===== config.mk =====
export PLATFORM = sky130hd
export DESIGN_NAME = ped_request
export DESIGN_NICKNAME = d
export VERILOG_FILES = /design/src/rtl/sem_pkg.sv /design/src/rtl/ped_debounce.sv /design/src/rtl/ped_request.sv
export SDC_FILE = /design/constraint.sdc
export NUM_CORES = 1
export LEC_CHECK = 0
export CORE_MARGIN = 5
export CORE_UTILIZATION = 30
export DETAILED_ROUTE_END_ITERATION = 10
export GPL_ROUTABILITY_DRIVEN = 0
export GPL_TIMING_DRIVEN = 0
export PLACE_DENSITY = 0.47
export SLEW_MARGIN = 10
export SYNTH_ARGS = -nofsm -noshare
export SYNTH_HDL_FRONTEND = slang
export SYNTH_SLANG_ARGS = --single-unit

===== constraint.sdc =====
create_clock -name clk -period 3.05 [get_ports clk]
set_input_delay 0.305 -clock clk [delete_from_list [all_inputs] [get_ports clk]]
set_output_delay 0.305 -clock clk [all_outputs]
set_load 0.03 [all_outputs]

===== src/rtl/sem_pkg.sv =====
// Shared types and defaults for the signal controller and its pedestrian-request front end.
package sem_pkg;

  localparam int unsigned PED_DIV_DEFAULT           = 50000;
  localparam int unsigned PED_DEB_SAMPLES_DEFAULT   = 4;
  localparam int unsigned PED_LOCKOUT_TICKS_DEFAULT = 1000;

  typedef enum logic [1:0] {
    IDLE = 2'b00,
    REQ  = 2'b01,
    LOCK = 2'b10
  } ped_state_t;

  // Lamp colour encoding as seen by the light controller.
  typedef enum logic [1:0] {
    LIGHT_OFF    = 2'b00,
    LIGHT_RED    = 2'b01,
    LIGHT_AMBER  = 2'b10,
    LIGHT_GREEN  = 2'b11
  } light_t;

endpackage


===== src/rtl/ped_debounce.sv =====
// Push-button synchroniser, sample-tick prescaler and counting debouncer.
module ped_debounce
  import sem_pkg::*;
#(
  parameter int unsigned DIV         = PED_DIV_DEFAULT,
  parameter int unsigned DEB_SAMPLES = PED_DEB_SAMPLES_DEFAULT
) (
  input  logic clk,
  input  logic rst_n,
  input  logic btn_raw,
  output logic db_level,
  output logic tick_c
);

  localparam int unsigned DIV_W  = (DIV > 1) ? $clog2(DIV) : 1;
  localparam int unsigned STAB_W = $clog2(DEB_SAMPLES + 1);

  logic              r_s1;
  logic              r_s2;
  logic [DIV_W-1:0]  r_div_cnt;
  logic [STAB_W-1:0] r_stab_cnt;
  logic              r_db_level;
  logic              w_tick;

  assign w_tick = (r_div_cnt == DIV_W'(DIV - 1));

  // Two-flop synchroniser for the asynchronous button.
  always_ff @(posedge clk or negedge rst_n) begin
    if (!rst_n) begin
      r_s1 <= 1'b0;
      r_s2 <= 1'b0;
    end else begin
      r_s1 <= btn_raw;
      r_s2 <= r_s1;
    end
  end

  always_ff @(posedge clk or negedge rst_n) begin
    if (!rst_n) begin
      r_div_cnt <= '0;
    end else if (w_tick) begin
      r_div_cnt <= '0;
    end else begin
      r_div_cnt <= r_div_cnt + DIV_W'(1);
    end
  end

  // Level flips only after DEB_SAMPLES consecutive differing samples.
  always_ff @(posedge clk or negedge rst_n) begin
    if (!rst_n) begin
      r_stab_cnt <= '0;
      r_db_level <= 1'b0;
    end else if (w_tick) begin
      if (r_s2 == r_db_level) begin
        r_stab_cnt <= '0;
      end else if (r_stab_cnt == STAB_W'(DEB_SAMPLES - 1)) begin
        r_db_level <= r_s2;
        r_stab_cnt <= '0;
      end else begin
        r_stab_cnt <= r_stab_cnt + STAB_W'(1);
      end
    end
  end

  assign db_level = r_db_level;
  assign tick_c   = w_tick;

endmodule


===== src/rtl/ped_request.sv =====
// Pedestrian-request conditioner: debounced rising edge latches one request held until served.
// Optional post-service lockout compiled in with PED_REQ_LOCKOUT_EN.
module ped_request
  import sem_pkg::*;
#(
  parameter int unsigned DIV           = PED_DIV_DEFAULT,
  parameter int unsigned DEB_SAMPLES   = PED_DEB_SAMPLES_DEFAULT,
  parameter int unsigned LOCKOUT_TICKS = PED_LOCKOUT_TICKS_DEFAULT
) (
  input  logic clk,
  input  logic rst_n,
  input  logic btn_raw,
  input  logic served,
  output logic bt,
  output logic press,
  output logic lockout
);

  logic       w_db_level;
  logic       w_tick;
  logic       w_db_rise;
  logic       r_db_level_q;
  ped_state_t r_state;
  ped_state_t w_state_next;
  logic       w_press_next;
  logic       r_bt;
  logic       r_press;

  ped_debounce #(
    .DIV         (DIV),
    .DEB_SAMPLES (DEB_SAMPLES)
  ) u_deb (
    .clk      (clk),
    .rst_n    (rst_n),
    .btn_raw  (btn_raw),
    .db_level (w_db_level),
    .tick_c   (w_tick)
  );

  assign w_db_rise = w_db_level & ~r_db_level_q;

`ifdef PED_REQ_LOCKOUT_EN
  localparam int unsigned LOCK_W = $clog2(LOCKOUT_TICKS + 1);

  logic [LOCK_W-1:0] r_lock_cnt;
  logic              w_lock_done;
  logic              r_lockout;

  // Counts sample ticks spent in LOCK; cleared whenever we are elsewhere.
  always_ff @(posedge clk or negedge rst_n) begin
    if (!rst_n) begin
      r_lock_cnt <= '0;
    end else if (r_state != LOCK) begin
      r_lock_cnt <= '0;
    end else if (w_tick) begin
      r_lock_cnt <= r_lock_cnt + LOCK_W'(1);
    end
  end

  assign w_lock_done = w_tick && (r_lock_cnt == LOCK_W'(LOCKOUT_TICKS - 1));

  always_ff @(posedge clk or negedge rst_n) begin
    if (!rst_n) begin
      r_lockout <= 1'b0;
    end else begin
      r_lockout <= (w_state_next == LOCK);
    end
  end

  assign lockout = r_lockout;
`else
  logic w_unused_cfg;
  assign w_unused_cfg = ^{w_tick, 32'(LOCKOUT_TICKS)};
  assign lockout      = 1'b0;
`endif

  // Next state; served in REQ takes priority over a coincident edge.
  always_comb begin
    w_state_next = r_state;
    w_press_next = 1'b0;
    case (r_state)
      IDLE: begin
        if (w_db_rise) begin
          w_state_next = REQ;
          w_press_next = 1'b1;
        end
      end
      REQ: begin
        if (served) begin
`ifdef PED_REQ_LOCKOUT_EN
          w_state_next = LOCK;
`else
          w_state_next = IDLE;
`endif
        end
      end
`ifdef PED_REQ_LOCKOUT_EN
      LOCK: begin
        if (w_lock_done) begin
          w_state_next = IDLE;
        end
      end
`endif
      default: w_state_next = IDLE;
    endcase
  end

  always_ff @(posedge clk or negedge rst_n) begin
    if (!rst_n) begin
      r_state      <= IDLE;
      r_db_level_q <= 1'b0;
      r_bt         <= 1'b0;
      r_press      <= 1'b0;
    end else begin
      r_state      <= w_state_next;
      r_db_level_q <= w_db_level;
      r_bt         <= (w_state_next == REQ);
      r_press      <= w_press_next;
    end
  end

  assign bt    = r_bt;
  assign press = r_press;

endmodule


**Yosys cells after proc, flatten, opt, wreduce, memory -nomap -nowiden**

Cells that the tools add are included.

- $add $sub $neg: 2
- Equality and inequality tests: 5
- Muxes and demuxes: 8
- Bitwise logic cells: 3
- Reduce and logical (&&, ||, !) cells: 2

Operator list:

| operator | number |
|---|---|
| 16-bit by 1-bit adder with 16-bit output, second input constant | 1 |
| 16-bit equality test, second input constant | 1 |
| 16-bit 2-to-1 mux | 1 |
| 3-bit 2-to-1 mux | 2 |
| 2-bit by 1-bit equality test with 1-bit output, second input constant | 2 |
| 2-bit 2-to-1 mux | 2 |
| 2-bit case mux with 2 select lines | 1 |
| 3-bit by 1-bit adder with 3-bit output, second input constant | 1 |
| 3-bit by 2-bit equality test with 1-bit output, second input constant | 1 |
| 3-bit AND reduction | 1 |
| 2-bit logical NOT | 1 |
| 1-bit 2-to-1 mux | 2 |
| 1-bit inverter | 2 |
| 1-bit AND | 1 |
| 1-bit equality test | 1 |

- Flip-flop bits (word level): 27
- Input port bits: 4
- Output and inout bits: 3
- Logic and storage cells: 29

**Depth between registers and ports, before layout**

Gate-level depths: netlist of the first run.

- Word-level depth: 5
- Depth in mapped cells: 7

**By module**

Synthesis of the first run repeated with hierarchy kept, for this count alone.

- Cell total of the unflattened synthesis: 103
- Area, all modules: 1202.4 µm²

By module, submodules not included:

| module | instances | cells an instance | area an instance (µm²) | seq. area each (µm²) |
|---|---|---|---|---|
| ped_debounce | 1 | 92 | 1022.2 | 550.5 |
| ped_request | 1 | 11 | 180.2 | 125.1 |

**Worst setup path after synthesis of the first run**

OpenSTA, ideal clock, no wires.

- Path type: register -> register
- From: reg u_deb.r_div_cnt[0]
- To: reg u_deb.r_db_level, in the netlist u_deb.db_level
- Arrival: 1.410 ns
- Required time: 2.925 ns
- Slack: 1.515 ns
- Stages on the path, launching flop included: 7
- Clock period less this slack: 1.535 ns
- Path through: dfrtp_1 ha_1 and3_1 and4_1 buf_4 nand2_2 mux2_4

- Cells in the longest elaborated chain, start to end: 2

Ends and longest elaborated chain:

| what | RTL line | source |
|---|---|---|
| start: declaration | ped_debounce.sv:20 | `logic [DIV_W-1:0] r_div_cnt;` |
| start signal: assignment | ped_debounce.sv:44 | `r_div_cnt <= r_div_cnt + DIV_W'(1);` |
| 16-bit equality test | ped_debounce.sv:25 | `assign w_tick = (r_div_cnt == DIV_W'(DIV - 1));` |
| 3-bit AND reduction (no source line) | -- |  |
| end signal: assignment | ped_debounce.sv:57 | `r_db_level <= r_s2;` |
| end: declaration | ped_debounce.sv:22 | `logic r_db_level;` |

Every way passes these cells.
A chain may end at the register's enable or synchronous reset.

**Final worst setup path of the first run**

- From: reg u_deb.r_div_cnt[0]
- To: reg u_deb.r_div_cnt[9]

- Cells in the longest elaborated chain, start to end: 2

Ends and longest elaborated chain:

| what | RTL line | source |
|---|---|---|
| 16-bit by 1-bit adder with 16-bit output / 16-bit equality test (equally long branches) | ped_debounce.sv:44, ped_debounce.sv:25 |  |
| 16-bit 2-to-1 mux * | ped_debounce.sv:41 | `end else if (w_tick) begin` |

Mark *: on every way between the ends. The rest lies on a longest branch, timed or not.

==> metrics.yaml, run 1 <==
critPathKind: "reg2reg"
power_mw: 0.581
dr_wl_met2_um: 849
synth-seq-cells: 27
cts_tree: "yes"
syn_area_per_cell_um2: 11.9
fin_crit_sh_pct: 53.2
avgViaCountPerCell: 4.48
peakVddDrop_mv: 0.187
crit_start: "u_deb.r_div_cnt[0]$_DFF_PN0_"
cts_sinks: 27
ys_seq_area_share_pct: 57.6
clock-root-buffer: "clkbuf_8"
endpoint: "u_deb.r_div_cnt[9]$_DFF_PN0_"
synth_compound_area_share_pct: 3.30
period_needed_ps: 1620
grt_pass1_wl_um: 3260
drc_errors: 0
wl_met3_um: 24
skew_ps: 3.52
hold_path_class: "in2async"
muxShareOfSynthArea_pct: 3.20
vias: 704
synthesis.area_um2: 1170
cap_violations: 0
synth_cells: 99
dieHeight_um: 72.5
diodes: 0
ant_nets: 0
die_area_um2: 5260
cts_hold_buf: 0
yosysWarnings: 0
post_cts_resized: 0
rr_worst_depth: 6
setup_tns_ps: 0
crit_arrival_ps: 1790
io-pin-count: 7
synth_top_family_by_area: "simple AND/OR/NAND/NOR gates"
setup_viol: 0
met1Wirelength_um: 974
synth_xor_area_share_pct: 9.70
drtIter0Drc: 25
nets: 116
worst_slew_pin_slew_ps: 591
r2r_setup_slack_ps: 1430
initial_utilization_pct: 31.6
crit_required_ps: 3210
overflow: 0
clk_path_buf_depth: 2
cp_max_fo: 6
grt_pass1_vias: 706
power_density_nw_per_um2: 437
area_growth_syn_to_layout_pct: 13.2
postRouteWirelength_um: 1900
max_slew_margin_pct: 60.6
synth_largest_area_cell: "dfrtp_1"
end_kind: "flip-flop"
cts_max_level: 1
leakage_nw: 0.622
finalHoldViolCount: 0
reg2reg_to: "u_deb.r_div_cnt[9]$_DFF_PN0_"
grt_max_degree: 28
wire_per_inst_um: 12.1
top_layer: "met4"
fillers: 375
hpwlAfterDp_um: 1320
first_pass_iters: 4
worstSetupStartpointType: "flip-flop"
antenna_found_initial: 0
outcome: "completed"
yosysUniqueCellTypes: 31
fmaxAchievable_mhz: 616
clk_pin_slew_ps: 100
hold_ws_ps: 21.1
r2r_start: "u_deb.r_div_cnt[0]$_DFF_PN0_"
post_dp_cell_area_um2: 1290
maxSlewViolCount: 0
portBuffers: 5
numCtsBuffers: 3
design.core.area_um2: 3720
synth-adder-area-share_pct: 2.13
die_w_um: 72.5
rows: 22
cts_setup_buffers: 0
final_layout_size_suffix_gt1_share_pct: 11.9
synth_top_area_share_pct: 57.6
synthSimpleGateAreaFrac_pct: 20.6
final_area_um2: 1330
rsz0062_at_grt: "false"
grt_usage_pct: 8.00
synth_area_leaders: "dfrtp_1 58%, xnor2_1 6.0%, xor2_1 3.7%"
insertion_delay_ps: 270
layout make-up:
class                   instances  area [um2]  share of cell area [%]
plain buffers                   3        26.3                    1.98
clock buffers                   3        41.3                    3.11
clock inverters                 1        5.00                   0.377
inverters                       3        11.3                   0.847
multi-input cells              67         464                    34.9
flip-flops and latches         27         676                    50.8
well taps                      48        60.1                    4.52
repair buffers                  5        45.0                    3.39
synthesized netlist by cell type:
| cell | instances |
|---|---|
| a21oi_1 | 1 |
| nand3_1 | 6 |
| o21ai_0 | 2 |
| nand2_1 | 1 |
| conb_1 | 1 |
| nor2b_1 | 3 |
| nor4_1 | 2 |
| nor3_2 | 1 |
| xnor2_1 | 8 |
| and4b_1 | 1 |
| nor4bb_1 | 1 |
| nand2_2 | 1 |
| nor2_1 | 11 |
| xor2_1 | 5 |
| buf_6 | 1 |
| mux2_4 | 1 |
| and4_1 | 1 |
| buf_4 | 2 |
| and4bb_1 | 1 |
| and3_1 | 1 |
| and2_1 | 1 |
| a211o_1 | 1 |
| ha_1 | 2 |
| dfrtp_1 | 27 |
| nor3_1 | 3 |
| a21o_1 | 2 |
| nor4b_1 | 2 |
| nand3b_1 | 1 |
| mux2_2 | 2 |
| nand4_1 | 4 |
| inv_1 | 3 |
worst min path at each step:
stage          slack, ps  cells past startpoint                    to
2_1_floorplan          9                      0          bt$_DFF_PN0_
3_3_place_gp         330                      0  u_deb.r_s2$_DFF_PN0_
3_5_place_dp         330                      0  u_deb.r_s2$_DFF_PN0_
4_1_cts              360                      0  u_deb.r_s2$_DFF_PN0_
5_1_grt               80                      1       press$_DFF_PN0_
6_report              20                      1       press$_DFF_PN0_
cell families after synthesis:
logic type,Yosys count
AO/OA/AOI/OAI,6
XOR/XNOR,13
adder cells (fa/ha/maj),2
buffers and inverters,6
flip-flops,27
multiplexers,3
other,1
AND/OR/NAND/NOR,41
sequential cells by signal, summed over array words and instances (netlist names):
signal            flops
r_db_level_q          1
u_deb.r_div_cnt      16
r_state               2
u_deb.r_s1            1
bt                    1
u_deb.r_stab_cnt      3
u_deb.r_s2            1
u_deb.db_level        1
press                 1
through the flow:
stage	std cells	setup WS (ps)	utilization [%]
after CTS	157	1410	35.9
final	157	1430	35.8
after global placement	153	1270	34.6
after global routing	157	1310	35.8
after detailed placement	153	1240	34.6
after floorplan	100	1510	-
worst max-delay path: stages (launching register included):
cell and delay (ps):
dfrtp_1 390, ha_1 210, and3_1 230, and4_1 190, buf_4 150, a21oi_1 50, a211o_1 300
where the power goes:
part / switching, mW / leakage (nW) / internal (mW) / total, mW
clock: 0.114 / 0.0255 / 0.0916 / 0.206
combinational: 0.00990 / 0.241 / 0.00448 / 0.0144
sequential: 0.000874 / 0.356 / 0.360 / 0.361
layer usage:
metal	vias to the layer above	global-route usage, %
met3	5	1.25
met5	-	0
li1	359	-
met4	0	4.92
met2	8	12.0
met1	332	10.7
cells in the final DEF (no fill, tap or decap), types with 2 or more instances in the layout:
master / Yosys / final
clkbuf_8: 0 / 3
nor4b_1: 2 / 2
inv_1: 3 / 3
conb_1: 1 / 2
nor2_1: 11 / 11
nor3_1: 3 / 3
nand3_1: 6 / 6
mux2_2: 2 / 2
xnor2_1: 8 / 8
buf_4: 2 / 2
nor2b_1: 3 / 3
nand4_1: 4 / 4
dfrtp_1: 27 / 27
ha_1: 2 / 2
nor4_1: 2 / 2
a21o_1: 2 / 2
xor2_1: 5 / 5
o21ai_0: 2 / 2
clkdlybuf4s50_1: 0 / 4
Power figures use the tool's default switching activity.
==> inputs of run 2 (changes only) <==
Settings changed: PLACE_DENSITY 0.47 to 0.49.
Clock period 3.05 ns to 1.4 ns, I/O delays scaled along.
==> run 2 against run 1 <==
The run now ends with negative setup slack left. Critical path type unchanged. Design area increased by 10%. Cell count increased by 7.0%. Setup slack lost 1600 ps. Clock skew is 1.5 ps lower. Power up 120%. Flip-flop and latch count did not move. Largest power group unchanged.
==> metrics.yaml, run 2 (synthesis results as in run 1) <==
outcome: "complete, but fails checks"
r2r_start: "u_deb.r_div_cnt[12]$_DFF_PN0_"
clk_pin_slew_ps: 100  # about the same
period_needed_ps: 1540  # -78.3 ps
instances_no_fill: 168  # +7.0%
portBuffers: 5  # unchanged
r2r_setup_slack_ps: -140  # -1570 ps
register_area_um2: 677  # +0.19%
postRouteWirelength_um: 2010  # +5.9%
power_density_nw_per_um2: 880  # +100%
nets: 127  # +9.5%
rows: 22  # unchanged
violations: "negative setup slack"
largest_reg_flops: 16  # unchanged
setup_viol: 6  # +6
final_layout_size_suffix_gt1_share_pct: 27.5  # +16 points
peakVddDrop_mv: 0.426  # +130%
fillers: 366  # -2.4%
fin_crit_sh_pct: 110  # +57 points
post-place-cells: 153  # unchanged
cts_tree: "yes"
antenna_found_initial: 0  # unchanged
grt_usage_pct: 8.50  # +0.50 points
insertion_delay_ps: 270  # about the same
endpoint: "u_deb.db_level$_DFFE_PN0P_"
dieHeight_um: 72.5  # unchanged
numCtsBuffers: 3  # unchanged
crit_start: "u_deb.r_div_cnt[12]$_DFF_PN0_"
grt_pass1_wl_um: 3550  # +8.9%
vias: 759  # +7.8%
rr_worst_depth: 5  # -1
cts_sinks: 27  # unchanged
ant_nets: 0  # unchanged
worstSetupStartpointType: "flip-flop"
cp_max_fo: 6  # unchanged
multi_input_area_um2: 508  # +9.4%
final_cell_mix: "26 x dfrtp_1, 11 x buf_4, 10 x nor2_1"
layout_commonest_cell: "dfrtp_1"
initial_utilization_pct: 31.6  # unchanged
leakage_nw: 0.684  # +9.9%
fin_util_pct: 39.4  # +3.6 points
reg2reg_to: "u_deb.db_level$_DFFE_PN0P_"
clk_path_buf_depth: 2  # unchanged
cts_max_level: 1  # unchanged
overflow: 0  # unchanged
crit_required_ps: 1570  # -1640 ps
die_w_um: 72.5  # unchanged
first_pass_iters: 2  # -2
finalHoldViolCount: 0  # unchanged
design.core.area_um2: 3720  # unchanged
hold_path_class: "in2reg"
die_area_um2: 5260  # unchanged
regMostFlops: "u_deb.r_div_cnt"
max_slew_margin_pct: 60.7  # +0.12 points
io-pin-count: 7  # unchanged
area_growth_syn_to_layout_pct: 24.7
rsz0062_at_grt: "true"
end_kind: "flip-flop"
avgViaCountPerCell: 4.52  # +0.75%
clock-root-buffer: "clkbuf_8"
hpwlAfterDp_um: 1350  # +2.2%
fin_ws_ps: -144  # -1570 ps
top_regs: "u_deb.r_div_cnt (16), u_deb.r_stab_cnt (3), r_state (2)"
maxSlewViolCount: 0  # unchanged
grt_max_degree: 28  # unchanged
wire_per_inst_um: 12.0  # -1.0%
fmaxAchievable_mhz: 648  # +5.1%
skew_ps: 2.03  # -1.49 ps
worst_slew_pin_slew_ps: 589  # -1.86 ps
drtIter0Drc: 34  # +36%
drc_errors: 0  # unchanged
critPathKind: "reg2reg"
diodes: 0  # unchanged
grt_pass1_vias: 774  # +9.6%
crit_arrival_ps: 1710  # -80 ps
cap_violations: 0  # unchanged
==> run 2: cell count changes in the layout (fill, tap and decap cells not counted), sizes merged <==
cell           change
buf               +10
dlygate4sd3        +1
inv                +1
dlygate4sd2        +2
clkdlybuf4s50      -2
clkinv             -1
==> run 2: worst min path at each step <==
stage / depth (start not counted) / to / start
floorplan: 0 / bt$_DFF_PN0_ / rst_n
global placement: 0 / u_deb.r_s2$_DFF_PN0_ / u_deb.r_s1$_DFF_PN0_
detailed placement: 0 / u_deb.r_s2$_DFF_PN0_ / u_deb.r_s1$_DFF_PN0_
CTS: 1 / press$_DFF_PN0_ / rst_n
global route: 1 / u_deb.r_s1$_DFF_PN0_ / btn_raw
finish: 1 / u_deb.r_s1$_DFF_PN0_ / btn_raw
==> run 2: where the power goes <==
part           total, mW  switching [mW]  internal, mW
registers          0.785         0.00191         0.784
logic             0.0328          0.0213        0.0115
clock network      0.470           0.261         0.209
total               1.29           0.284          1.00
==> run 2: worst max-delay path: stages (launching register included) <==
cell and delay, ps:
dfrtp_1 410, nor4bb_2 320, and4_1 240, buf_6 130
nand2_2 50, mux2_4 290
==> run 2: layer usage <==
layer,wire length [um],track usage (%)
met1,1030,11.7
met2,904,13.2
met3,56,1.66
met4,23,3.07
met5,0,0
==> run 2: metrics by stage <==
step	TNS [ps]	cell area (um2)	power, mW	setup slack, ps	hold slack (ps)
detailed placement	-7120	1290	0.835	-221	342
floorplan	-255	1180	0.810	-84.6	-156
finish	-561	1460	1.29	-144	293
global route	-1000	1460	1.34	-175	293
global placement	-6600	1290	0.835	-212	333
CTS	-510	1430	1.30	-135	267
==> run 2: area by class of cell <==
class	count	area share (%)
clock inverter	1	0.598
buffer	3	2.05
tap	48	4.10
inverter	3	0.769
multi-input combinational	67	34.7
timing repair buffer	16	8.72
sequential	27	46.2
clock buffer	3	2.82
==> run 2: repair_timing <==
action,4_1_cts,5_1_grt
resized for setup,8,4
hold endpoints to repair,0,27
endpoints found under the setup margin,16,16
pin swaps,4,6
hold buffers,0,1
setup buffers,8,2
